File: src/rtl/mux4_scan_sequencer.sv
// mux4_scan_sequencer: steps a 4:1 mux through enabled channels, settles, captures each into sample.
// Define SCAN_CONTINUOUS_EN to re-run passes back to back until stop is seen in DONE.
module mux4_scan_sequencer #(
    parameter int SETTLE_CYCLES = 2
) (
    input  logic       clk,
    input  logic       rst,
    input  logic       start,
    input  logic       stop,
    input  logic [3:0] mask,
    input  logic       mux_out,
    output logic       sel1,
    output logic       sel0,
    output logic       busy,
    output logic       done,
    output logic [3:0] sample
);
    localparam logic [1:0] IDLE   = 2'd0;
    localparam logic [1:0] SETTLE = 2'd1;
    localparam logic [1:0] SAMPLE = 2'd2;
    localparam logic [1:0] DONE   = 2'd3;
    localparam logic [3:0] LAST   = 4'(SETTLE_CYCLES - 1);
    logic [1:0] state, sel;
    logic [3:0] cnt, mask_q, hi;
    function automatic logic [1:0] lowest(input logic [3:0] m);
        return m[0] ? 2'd0 : m[1] ? 2'd1 : m[2] ? 2'd2 : 2'd3;
    endfunction
    assign {sel1, sel0} = sel;
    // channels strictly above the current one that are still enabled
    assign hi = mask_q & (4'b1110 << sel);
`ifndef SCAN_CONTINUOUS_EN
    logic unused_stop;
    assign unused_stop = stop;
`endif
    always_ff @(posedge clk) begin
        if (rst) begin
            state  <= IDLE;
            sel    <= 2'd0;
            busy   <= 1'b0;
            done   <= 1'b0;
            sample <= 4'd0;
            cnt    <= 4'd0;
            mask_q <= 4'd0;
        end else begin
            done <= 1'b0;
            case (state)
                IDLE: if (start) begin
                    mask_q <= mask;
                    sample <= 4'd0;
                    cnt    <= 4'd0;
                    if (mask != 4'd0) begin
                        sel   <= lowest(mask);
                        busy  <= 1'b1;
                        state <= SETTLE;
                    end else begin
                        done  <= 1'b1;
                        state <= DONE;
                    end
                end
                SETTLE: begin
                    cnt <= cnt + 4'd1;
                    if (cnt == LAST) state <= SAMPLE;
                end
                SAMPLE: begin
                    sample[sel] <= mux_out;
                    cnt         <= 4'd0;
                    if (|hi) begin
                        sel   <= lowest(hi);
                        state <= SETTLE;
                    end else begin
                        busy  <= 1'b0;
                        done  <= 1'b1;
                        state <= DONE;
                    end
                end
                default: begin
`ifdef SCAN_CONTINUOUS_EN
                    if (mask_q != 4'd0 && !stop) begin
                        sel   <= lowest(mask_q);
                        cnt   <= 4'd0;
                        busy  <= 1'b1;
                        state <= SETTLE;
                    end else begin
                        state <= IDLE;
                    end
`else
                    state <= IDLE;
`endif
                end
            endcase
        end
    end
endmodule

File: config.mk
export PLATFORM = sky130hd
export DESIGN_NAME = mux4_scan_sequencer
export DESIGN_NICKNAME = d
export VERILOG_FILES = /design/src/rtl/mux4_scan_sequencer.sv
export SDC_FILE = /design/constraint.sdc
export NUM_CORES = 1
export LEC_CHECK = 0
export CORE_MARGIN = 1
export CORE_UTILIZATION = 42
export CTS_BUF_LIST = sky130_fd_sc_hd__clkbuf_8
export DETAILED_ROUTE_END_ITERATION = 12
export DONT_BUFFER_PORTS = 1
export GPL_TIMING_DRIVEN = 1
export HOLD_SLACK_MARGIN = 0.02
export PLACE_DENSITY = 0.65
export REMOVE_ABC_BUFFERS = 1
export SLEW_MARGIN = 30
export SYNTH_ARGS = -nofsm -noshare
export SYNTH_HDL_FRONTEND = slang
export SYNTH_SLANG_ARGS = --single-unit
File: constraint.sdc
create_clock -name clk -period 4.8 [get_ports clk]
set_clock_uncertainty 0.05 [all_clocks]
set_input_delay 1.2 -clock clk [delete_from_list [all_inputs] [get_ports clk]]
set_output_delay 1.2 -clock clk [all_outputs]
set_load 0.005 [all_outputs]
# ---- After elaboration in Yosys (flattened, before gate mapping)
# Cells that the tools add are included.
dict set report word_totals {
  inputBits 9
  regBits 18
  elab_cells 61
  output_inout_bits 8
}
dict set report op_classes {
  mux 29
  magnitude_cmp 2
  n_shift 1
  n_addsub 1
  reduce_logical 12
  eq_ne 8
  bitwise 1
}
# operator count
set ops {}
lappend ops {{2-bit two-way mux} 11}
lappend ops {{4-bit one-hot mux with 3 select lines} 1}
lappend ops {{2-bit != test, second input constant} 5}
lappend ops {{1-bit two-way mux} 9}
lappend ops {{4-bit one-hot mux with 2 select lines} 1}
lappend ops {{2-bit AND reduction} 4}
lappend ops {{4-bit AND reduction} 2}
lappend ops {{2-bit one-hot mux with 3 select lines} 1}
lappend ops {{4-bit by 1-bit adder with 4-bit output, second input constant} 1}
lappend ops {{4-bit bitwise AND} 1}
lappend ops {{4-bit bitwise mux} 1}
lappend ops {{4-bit by 1-bit equality test with 1-bit output, second input constant} 1}
lappend ops {{4-bit two-way mux} 1}
lappend ops {{1-bit one-hot mux with 2 select lines} 2}
lappend ops {{2-bit one-hot mux with 2 select lines} 1}
lappend ops {{4-bit nonzero test} 1}
lappend ops {{4-bit OR reduction} 1}
lappend ops {{4-bit by 2-bit left shift with 4-bit output, first input constant} 1}
lappend ops {{2-bit by 3-bit less-than comparator with 1-bit output, second input constant} 1}
lappend ops {{3-bit nonzero test} 1}
lappend ops {{1-bit demux with 2-bit select} 1}
lappend ops {{2-bit by 1-bit equality test with 1-bit output, second input constant} 1}
lappend ops {{2-bit equality test, second input constant} 1}
lappend ops {{2-bit by 1-bit >= comparator with 1-bit output, second input constant} 1}
lappend ops {{other kinds (3)} 3}

# ---- Longest topological paths before layout
# Gate-level depths: netlist (run 1).
dict set report logic_depth {
  ltp_word 7
  mapped_depth 5
  ltp_nobuf 5
}

# ---- Worst setup path after synthesis (run 1)
# No wires, ideal clock.
dict set report synth_path {
  path_kind {input -> register}
  startpoint {in mask[1]}
  endpoint {reg sel[1]}
  t_arrival_ns 2.190
  path_buffers 0
  path_stages 4
  slack_ns 2.445
  setup_time_ns 0.115
  required_time_ns 4.635
  path_cell_list {or4_1 a21oi_1 nor3_2 o21a_1}
}
dict set report synth_via {
  elab_chain_len 5
}
# element line
set synth_lines {}
lappend synth_lines {{from (decl)} 10} ;# input logic [3:0] mask,
lappend synth_lines {{2-bit two-way mux (2 in series)} 26} ;# return m[0] ? 2'd0 : m[1] ? 2'd1 : m[2] ? 2'd2 : 2'd3;
lappend synth_lines {{2-bit two-way mux} 51} ;# if (mask != 4'd0) begin
lappend synth_lines {{2-bit two-way mux} 47} ;# IDLE: if (start) begin
lappend synth_lines {{2-bit one-hot mux with 2 select lines} 46} ;# case (state)
lappend synth_lines {{to (signal assigned)} 52} ;# sel <= lowest(mask);
lappend synth_lines {{to (signal assigned)} 68} ;# sel <= lowest(hi);
lappend synth_lines {{to (decl)} 23} ;# logic [1:0] state, sel;
# Parallel ways exist; a longest one is shown, timed or not. The select of a mux whose other input is x is not followed.
# A chain may end at the register's enable or synchronous reset.

# ---- Worst setup path after layout (run 1)
# Ends and elaborated chain as after synthesis.

==> results by group, run 1 <==
Run status
  – Status: complete, no violations

Detailed routing
  – Via-to-Cell Ratio: about 5.5
  – WL per Instance: around 13 um
  – First drt pass iteration count: 4
  – DRC: 0
  – DR iter-0 viols: 9
  – Routed Antenna Nets: 0
  – Overall routed net length: 1720 um
  – Vias: ~720

Synthesis
  – Compound-cell area share of the yosys netlist: roughly a fifth
  – Mapped cell area: ~890 sq um
  – Largest area contributor in the netlist: dfxtp_1
  – Mux contribution to synthesized area: roughly 8.0%
  – Synth warn: 0
  – Combinational family with the most area after synthesis: simple AND/OR/NAND/NOR gates
  – Share of the synthesized area in the top cell type: between 30% and 40%
  – Synth Instances: around 110
  – Simple-Gate Fraction of Synth Area: roughly 27%
  – Number of synthesized register bits: 17
  – Synth area leaders: dfxtp_1 38%, mux2i_1 6.7%, a21oi_1 5.6%, nor2_1 5.0%, nand3_1 4.5%
  – Synth Area in Adders: approximately 2.8%
  – Post-synthesis xor/xnor area fraction: 0%
  – Syn Area/Cell: roughly 8.3 sq um
  – Distinct cell type count after synthesis: 34
  – Seq/Total Area, Yosys: roughly two fifths

GRT
  – Vias in the first global route: between 500 and 600
  – Grt total ovfl: 0
  – Initial antenna violation count: 0
  – All-Layer GR Usage: between 15 and 20%
  – Largest net degree at the start of global routing: 19
  – First-pass GRT wire length: roughly 2400 um

STA
  – Relative slew slack: a little over two thirds
  – RSZ-0062 raised after global routing: false
  – Slew Limit Fails: 0
  – Least-Margin Pin Slew: approximately 450 ps
  – Final hold vios: 0
  – Setup ws final: 2640 ps
  – Fin crit period: ~2200 ps
  – Final worst path period share: 45.0%
  – Max Clock Freq: 463 MHz
  – Fin Hold WS: 454 ps
  – Final setup viols: 0
  – Post-route setup TNS: 0 ps

Die
  – Core Footprint: 1980 sq um
  – Initial core utilization: a little under half
  – I/O Pins: 17
  – Rows: 16
  – Die Footprint: around 2300 sq um
  – Die H: 48.1 um
  – DIE WIDTH: between 40 and 50 um

Clocking
  – CTS tree: built
  – H-tree depth: 1
  – Hold_buf cts: 0
  – Root Driver: clkbuf_8
  – Post-CTS Setup Inserts: 0
  – Worst-path clk slew: around 60 ps
  – CTS max path bufs: 2
  – Clock Latency Late Sink: between 200 and 300 ps
  – PostCTS Resize Cnt: 0
  – Clock sinks: 17
  – Num CTS Buffers: 3

Cells and area
  – Share of cells above drive strength 1: ~8.7%
  – Commonest cells after routing, fill and taps aside: 17 x dfxtp_1, 12 x nor2_1, 10 x a21oi_1
  – Most common cell after layout, fill and taps aside: dfxtp_1
  – Total Nets Final: around 120
  – P&R area growth vs syn: 4.90%
  – Design area: 937 sq um
  – Ant diodes: 0

Setup path
  – WP buf/inv: 0
  – Top fanout value on the critical path: 4
  – Critical path class: in2reg
  – Setup crit start kind: primary input
  – CP Capture Type: flop
  – Worst endpoint data arrival time: 2260 ps
  – Slowest stage delay, CP: approximately 590 ps
  – Slowest CP cell: or4_1
  – CP cell instances: or4_1, a21oi_1, nor3_2, o21a_1
  – Required time of the critical path: 4900 ps
  – CP top delay family: simple AND/OR/NAND/NOR gates

Place
  – IO buf count: 0
  – HPWL after detailed placement: approximately 1200 um
  – RePlAce Congestion: around 0.73
  – Pre-CTS setup slack: ~2400 ps
  – Area after DPL: about 890 sq um

Pwr
  – Power Density: 331 nW/um^2
  – Peak VDD IR: roughly 180 uV
  – Pleak: 0.354 nW
  – Pwr Total: a little over 0.3 mW

Job
  – Max Cap Viol: 0

Min path
  – HP Class: reg2reg
-- tightest hold or removal path, cell delays in order, from the launching register on --
cell,delay [ps]
dfxtp_1,320
o211ai_1,80
a21oi_1,60
-- power by group --
part           total, mW  internal (mW)  switching, mW
clock network      0.102         0.0567         0.0455
registers          0.165          0.150         0.0153
logic             0.0430         0.0216         0.0214
-- layout make-up --
| class | count | area, sq um |
|---|---|---|
| clock buffers | 3 | 41.3 |
| clock inverters | 1 | 3.75 |
| fillers | 195 | 1040 |
| inverters | 4 | 15.0 |
| multi-input cells | 79 | 503 |
| flip-flops and latches | 17 | 340 |
| well taps | 27 | 33.8 |
-- worst paths after layout --
check,from,to,slack [ps],depth (start not counted)
setup / recovery,mask[1],sel[1]$_SDFFE_PP0P_,2640,4
hold / removal,sample[1]$_SDFFE_PP0P_,sample[1]$_SDFFE_PP0P_,450,2
setup reg to reg,state[1]$_SDFFE_PP0P_,sel[1]$_SDFFE_PP0P_,3050,4
hold reg to reg,sample[1]$_SDFFE_PP0P_,sample[1]$_SDFFE_PP0P_,450,2
-- flip-flops by register name, indices dropped and copies added, names as in the netlist --
signal / flops
sample: 4
state: 2
mask_q: 3
cnt: 4
sel: 2
busy: 1
done: 1
-- metrics by stage --
step           utilization (%)  instances
6_report                  47.3        131
5_1_grt                   47.3        131
4_1_cts                   47.3        131
3_5_place_dp              45.0        127
3_3_place_gp              45.0        127
2_1_floorplan                -        100
-- per-layer routing --
metal	vias up	part of all wire [%]	routed length, um	track usage [%]
met1	330	48	827	20.8
met3	2	6.2	107	6.67
li1	374	-	-	-
met2	16	45	773	22.2
met5	-	0	0	0
met4	0	0.64	11	6.67
-- logic make-up after synthesis --
logic type	count (synthesis)
and+or+nand+nor	44
muxes	7
DFF	17
adders and majority gates	2
AOI/OAI and AO/OA	26
buffers and inverters	11
-- synth_stat cells --
cell / n
dfxtp_1: 17
nor2_1: 12
a21oi_1: 10
nand3_1: 8
mux2i_1: 6
nor3_1: 6
clkbuf_1: 5
nand2_1: 4
o211ai_1: 4
inv_1: 3
o21a_1: 3
and3_1: 2
ha_1: 2
nand2b_1: 2
nor2b_1: 2
o21ai_0: 2
o21ai_1: 2
a21bo_2: 1
a21o_1: 1
a22oi_1: 1
a2bb2oi_1: 1
and2_1: 1
and2b_4: 1
and4b_4: 1
buf_2: 1
buf_6: 1
clkinv_1: 1
mux2_2: 1
nand3b_1: 1
nor3_2: 1
o211a_1: 1
or3_1: 1
or3b_4: 1
or4_1: 1
(Power assumes the default switching activity.)
==> inputs of run 2 (changes only) <==
clock period = 2.1 ns   (was 4.8 ns; I/O delays follow)
==> run 2 against run 1 <==
Non-clock buffer count increased by 1. Sequential power increased by 130%. Utilization increased by 0.38 points. Cell count grew 0.76%. Worst setup slack worse by 2200 ps. First-iteration DRC count increased to 2.7 times the previous value. Count of clock-buffer cells in the layout is the same. Final area is 0.80% higher. Die area unchanged. Via count grew 2.6%. Power increased by 130%. Critical endpoint is now sel[0]$_SDFFE_PP0P_. Largest power group unchanged. Highest routed layer unchanged.
==> results by group, run 2 (synthesis results as in run 1) <==
Cells and area
  – Design area: 945 sq um (+0.80%)
  – P&R area growth vs syn: 5.74%
  – FF+latch area: 340 sq um (unchanged)
  – Total Nets Final: 117 (+0.86%)
  – Share of cells above drive strength 1: 9.52% (+0.87 points)
  – Most common cell after layout, fill and taps aside: dfxtp_1
  – Area taken by multi-input logic gates: 503 sq um (unchanged)
  – Ant diodes: 0 (unchanged)
  – Fillers: 192 (-1.5%)
  – Fin cells: 132 (+0.76%)
  – Final Util: 47.7% (+0.38 points)
  – Commonest cells after routing, fill and taps aside: 17 x dfxtp_1, 12 x nor2_1, 10 x a21oi_1
  – Top flop regs: cnt (4), sample (4), mask_q (3)

Die
  – Initial core utilization: 45.1% (unchanged)
  – Rows: 16 (unchanged)
  – I/O Pins: 17 (unchanged)
  – Core Footprint: 1980 sq um (unchanged)
  – Die H: 48.1 um (unchanged)
  – DIE WIDTH: 48.1 um (unchanged)
  – Die Footprint: 2320 sq um (unchanged)

STA
  – Fin Hold WS: 289 ps (-165 ps)
  – Final worst path period share: around 78%
  – Final hold vios: 0 (unchanged)
  – Least-Margin Pin Slew: 428 ps (-20.7 ps)
  – RSZ-0062 raised after global routing: false
  – Slew Limit Fails: 0 (unchanged)
  – Final setup viols: 0 (unchanged)
  – Post-route setup TNS: 0 ps (unchanged)
  – Relative slew slack: 71.5% (+1.4 points)
  – Max Clock Freq: around 610 MHz
  – Fin crit period: about 1600 ps
  – Setup ws final: 460 ps (-2180 ps)

GRT
  – First-pass GRT wire length: 2530 um (+3.1%)
  – Grt total ovfl: 0 (unchanged)
  – Initial antenna violation count: 0 (unchanged)
  – Largest net degree at the start of global routing: 19 (unchanged)
  – All-Layer GR Usage: 16.1% (+0.38 points)
  – Vias in the first global route: 597 (+4.6%)

Setup path
  – Required time of the critical path: 2230 ps (-2670 ps)
  – CP endpoint: sel[0]$_SDFFE_PP0P_
  – R2R Path End: sel[0]$_SDFFE_PP0P_
  – Setup slack, reg-to-reg: 460 ps (-2590 ps)
  – WP buf/inv: 0 (unchanged)
  – CP cell instances: or3b_4, and4b_4, nor3_2, mux2i_1
  – R2R cell count: 4 (unchanged)
  – Setup crit start kind: flop
  – Worst endpoint data arrival time: 1770 ps (-490 ps)
  – Slowest stage delay, CP: 450 ps (-140 ps)
  – CP Capture Type: flop
  – Worst r2r src: sel[1]$_SDFFE_PP0P_
  – Crit. path cell count: 4 (unchanged)
  – Critical path class: reg2reg
  – Top fanout value on the critical path: 11 (+7)
  – CP top delay family: simple AND/OR/NAND/NOR gates
  – Critical path origin: sel[1]$_SDFFE_PP0P_
  – Slowest CP cell: or3b_4

Detailed routing
  – DRC: 0 (unchanged)
  – DR iter-0 viols: 24 (+15)
  – Via-to-Cell Ratio: 5.61 (+1.9%)
  – WL per Instance: 12.9 um (-1.6%)
  – First drt pass iteration count: 4 (unchanged)
  – Routed Antenna Nets: 0 (unchanged)
  – Overall routed net length: 1710 um (-0.81%)
  – Vias: 741 (+2.6%)

Clocking
  – H-tree depth: 1 (unchanged)
  – Worst-path clk slew: 60 ps (about the same)
  – CTS tree: built
  – Clock Latency Late Sink: 250 ps (about the same)
  – Root Driver: clkbuf_8
  – PostCTS Resize Cnt: 0 (unchanged)
  – CTS max path bufs: 2 (unchanged)
  – Post-CTS Setup Inserts: 0 (unchanged)
  – Num CTS Buffers: 3 (unchanged)
  – Clock sinks: 17 (unchanged)
  – Hold_buf cts: 0 (unchanged)

Place
  – Area after DPL: 900 sq um (+0.84%)
  – Pre-CTS setup slack: 348 ps (-2030 ps)
  – HPWL after detailed placement: 1240 um (+1.1%)
  – IO buf count: 0 (unchanged)
  – RePlAce Congestion: 0.751 (+2.5%)
  – Cell count after placement: 128 (+0.79%)

Pwr
  – Pwr Total: 0.707 mW (+130%)
  – Power Density: 748 nW/um^2 (+130%)
  – Peak VDD IR: 462 uV (+160%)
  – Pleak: 0.360 nW (+1.5%)

Run status
  – Status: complete, no violations

Min path
  – WHS Path Cells: 1 (-1)
  – HP Class: in2reg

Job
  – Max Cap Viol: 0 (unchanged)
## run 2: cell count changes in the layout (fill, tap and decap cells not counted), sizes merged
cell / delta
buf: +1
## run 2: worst reg2reg max path, stage by stage (launching register included)
cell and delay (ps):
dfxtp_1 420, or3b_4 450, and4b_4 230, nor3_2 220, mux2i_1 210
## run 2: how the worst min path moves through the flow
stage	to	slack, ps	startpoint
2_1_floorplan	mask_q[3]$_SDFFE_PP0P_	400	mask_q[3]$_SDFFE_PP0P_
3_3_place_gp	mask_q[1]$_SDFFE_PP0P_	420	mask_q[1]$_SDFFE_PP0P_
3_5_place_dp	mask_q[1]$_SDFFE_PP0P_	440	mask_q[1]$_SDFFE_PP0P_
4_1_cts	cnt[3]$_SDFFE_PP0P_	280	rst
5_1_grt	sample[1]$_SDFFE_PP0P_	280	rst
6_report	sample[1]$_SDFFE_PP0P_	290	rst
## run 2: metal layers
metal	wire length (um)	GRT usage [%]	vias up
li1	-	-	378
met1	848	22.2	344
met2	744	21.9	14
met3	89	6.67	5
met4	23	6.67	0
met5	0	0	-
## run 2: report_power, final
part	switching (mW)	leakage [nW]	internal [mW]
Combinational	0.0493	0.194	0.0509
Clock	0.0988	0.0269	0.129
Sequential	0.0353	0.139	0.343
## run 2: layout make-up
| class | count | area share (%) |
|---|---|---|
| Clock buffer | 3 | 4.37 |
| Clock inverter | 1 | 0.397 |
| Inverter | 4 | 1.59 |
| Multi-Input combinational cell | 79 | 53.2 |
| Sequential cell | 17 | 36.0 |
| Tap cell | 27 | 3.58 |
| Timing Repair Buffer | 1 | 0.795 |
==> inputs of run 3 (changes only) <==
clock period = 1.59 ns   (was 2.1 ns; I/O delays follow)
==> run 3 against run 2 <==
Global-route usage grew 0.64 points. Largest power group unchanged. Register-to-register slack lost 380 ps. Clock power is 33% higher. Routed wire length grew 7.3%. Count of clock-buffer cells in the layout is the same. Largest cell class unchanged. Non-clock buffer count up 6. Critical endpoint unchanged. Worst hold slack worse by 130 ps. Cell count increased by 4.5%. Critical path depth stayed put. Combinational power grew 75%.
==> results by group, run 3 (synthesis results as in run 1) <==
Place
  – HPWL after detailed placement: 1350 um (+8.7%)
  – Area after DPL: 945 sq um (+5.0%)
  – Cell count after placement: 134 (+4.7%)
  – IO buf count: 0 (unchanged)
  – Pre-CTS setup slack: 50.6 ps (-298 ps)
  – RePlAce Congestion: 0.788 (+4.9%)

Setup path
  – CP Capture Type: flop
  – Worst endpoint data arrival time: 1640 ps (-130 ps)
  – Critical path class: reg2reg
  – Setup crit start kind: flop
  – Required time of the critical path: 1720 ps (-510 ps)
  – Top fanout value on the critical path: 4 (-7)

Die
  – I/O Pins: 17 (unchanged)
  – Initial core utilization: 45.1% (unchanged)
  – DIE WIDTH: 48.1 um (unchanged)
  – Die H: 48.1 um (unchanged)
  – Core Footprint: 1980 sq um (unchanged)
  – Die Footprint: 2320 sq um (unchanged)
  – Rows: 16 (unchanged)

Cells and area
  – Most common cell after layout, fill and taps aside: dfxtp_1
  – Design area: 990 sq um (+4.8%)
  – Share of cells above drive strength 1: 14.4% (+4.9 points)
  – Total Nets Final: 123 (+5.1%)
  – Fin cells: 138 (+4.5%)
  – Commonest cells after routing, fill and taps aside: 17 x dfxtp_1, 12 x nor2_1, 10 x a21oi_1
  – P&R area growth vs syn: 10.8%
  – Top flop regs: cnt (4), sample (4), mask_q (3)
  – Ant diodes: 0 (unchanged)

GRT
  – Largest net degree at the start of global routing: 19 (unchanged)
  – Grt total ovfl: 0 (unchanged)
  – First-pass GRT wire length: 2660 um (+5.2%)
  – All-Layer GR Usage: 16.7% (+0.64 points)
  – Vias in the first global route: 618 (+3.5%)
  – Initial antenna violation count: 0 (unchanged)

Pwr
  – Clock share of power: 31.8% (-0.5 points)
  – Switching Share: 26.0% (+0.055 points)
  – Power Density: 966 nW/um^2 (+29%)
  – Internal Pwr Total: 0.708 mW (+35%)
  – Sequential power share: 49.9% (-3.6 points)
  – Pleak: 0.389 nW (+8.2%)
  – Logic gate share of total power: 18.3% (+4.1 points)
  – Peak VDD IR: 591 uV (+28%)
  – Net Switching: 0.249 mW (+36%)

STA
  – Setup ws final: 78.4 ps (-381 ps)
  – Final setup viols: 0 (unchanged)
  – Slew Limit Fails: 0 (unchanged)
  – Final worst path period share: 95.1% (+17 points)
  – Least-Margin Pin Slew: 292 ps (-136 ps)
  – Fin crit period: 1510 ps (-129 ps)
  – Relative slew slack: 80.4% (+8.9 points)
  – Final hold vios: 0 (unchanged)
  – Post-route setup TNS: 0 ps (unchanged)
  – Max Clock Freq: 662 MHz (+8.5%)
  – RSZ-0062 raised after global routing: false

Run status
  – Status: complete, no violations

Clocking
  – Worst-path clk slew: 60 ps (about the same)
  – Clock Latency Late Sink: 250 ps (about the same)
  – Clock sinks: 17 (unchanged)
  – CTS tree: built
  – H-tree depth: 1 (unchanged)
  – Num CTS Buffers: 3 (unchanged)
  – Hold_buf cts: 0 (unchanged)
  – Post-CTS Setup Inserts: 0 (unchanged)
  – CTS max path bufs: 2 (unchanged)
  – PostCTS Resize Cnt: 0 (unchanged)
  – Root Driver: clkbuf_8

Detailed routing
  – Routed Antenna Nets: 0 (unchanged)
  – Vias: 761 (+2.7%)
  – First drt pass iteration count: 4 (unchanged)
  – DR iter-0 viols: 19 (-21%)
  – DRC: 0 (unchanged)
  – WL per Instance: 13.3 um (+2.6%)
  – Via-to-Cell Ratio: 5.51 (-1.8%)
  – Overall routed net length: 1830 um (+7.3%)

Job
  – Max Cap Viol: 0 (unchanged)

Min path
  – HP Class: in2reg
run 3: changes by cell type in the layout (fill, tap and decap cells not counted), sizes merged:
| cell | before | now |
|---|---|---|
| buf | 1 | 7 |
run 3: routing by layer:
| layer | global-route usage [%] | wire length [um] |
|---|---|---|
| met5 | 0 | 0 |
| met4 | 3.33 | 7 |
| met3 | 6.67 | 133 |
| met2 | 26.2 | 825 |
| met1 | 21.7 | 864 |
run 3: area by class of cell:
class / count / area, sq um
Sequential cell: 17 / 340
Inverter: 4 / 15.0
Clock inverter: 1 / 3.75
Clock buffer: 3 / 41.3
Timing Repair Buffer: 7 / 52.6
Multi-Input combinational cell: 79 / 503
Fill cell: 182 / 992
Tap cell: 27 / 33.8
run 3: final timing paths:
path         slack [ps]                   start                     end  cells after the start
max                  80     sel[1]$_SDFFE_PP0P_     sel[0]$_SDFFE_PP0P_                      4
min                 160                     rst     cnt[3]$_SDFFE_PP0P_                      1
max reg2reg          80     sel[1]$_SDFFE_PP0P_     sel[0]$_SDFFE_PP0P_                      4
min reg2reg         440  mask_q[1]$_SDFFE_PP0P_  mask_q[1]$_SDFFE_PP0P_                      2
run 3: worst max-delay path: stages, from the launching register on:
cell	delay (ps)
dfxtp_1	340
or3b_4	410
and4b_4	230
nor3_2	220
mux2i_1	200
run 3: power by group through the flow:
stage               logic, mW  clock network (mW)  registers (mW)
floorplan               0.110                   0           0.495
detailed placement      0.174                   0           0.487
global placement        0.171                   0           0.486
global route            0.193               0.338           0.482
finish                  0.175               0.304           0.478
CTS                     0.174               0.317           0.477
run 3: metrics by stage:
| step | power, mW | util, % | hold WS [ps] |
|---|---|---|---|
| after CTS | 0.969 | 49.9 | 155 |
| final | 0.956 | 49.9 | 162 |
| after global routing | 1.01 | 49.9 | 151 |
| after floorplan | 0.605 | - | 400 |
| after detailed placement | 0.661 | 47.7 | 422 |
| after global placement | 0.656 | 47.7 | 418 |
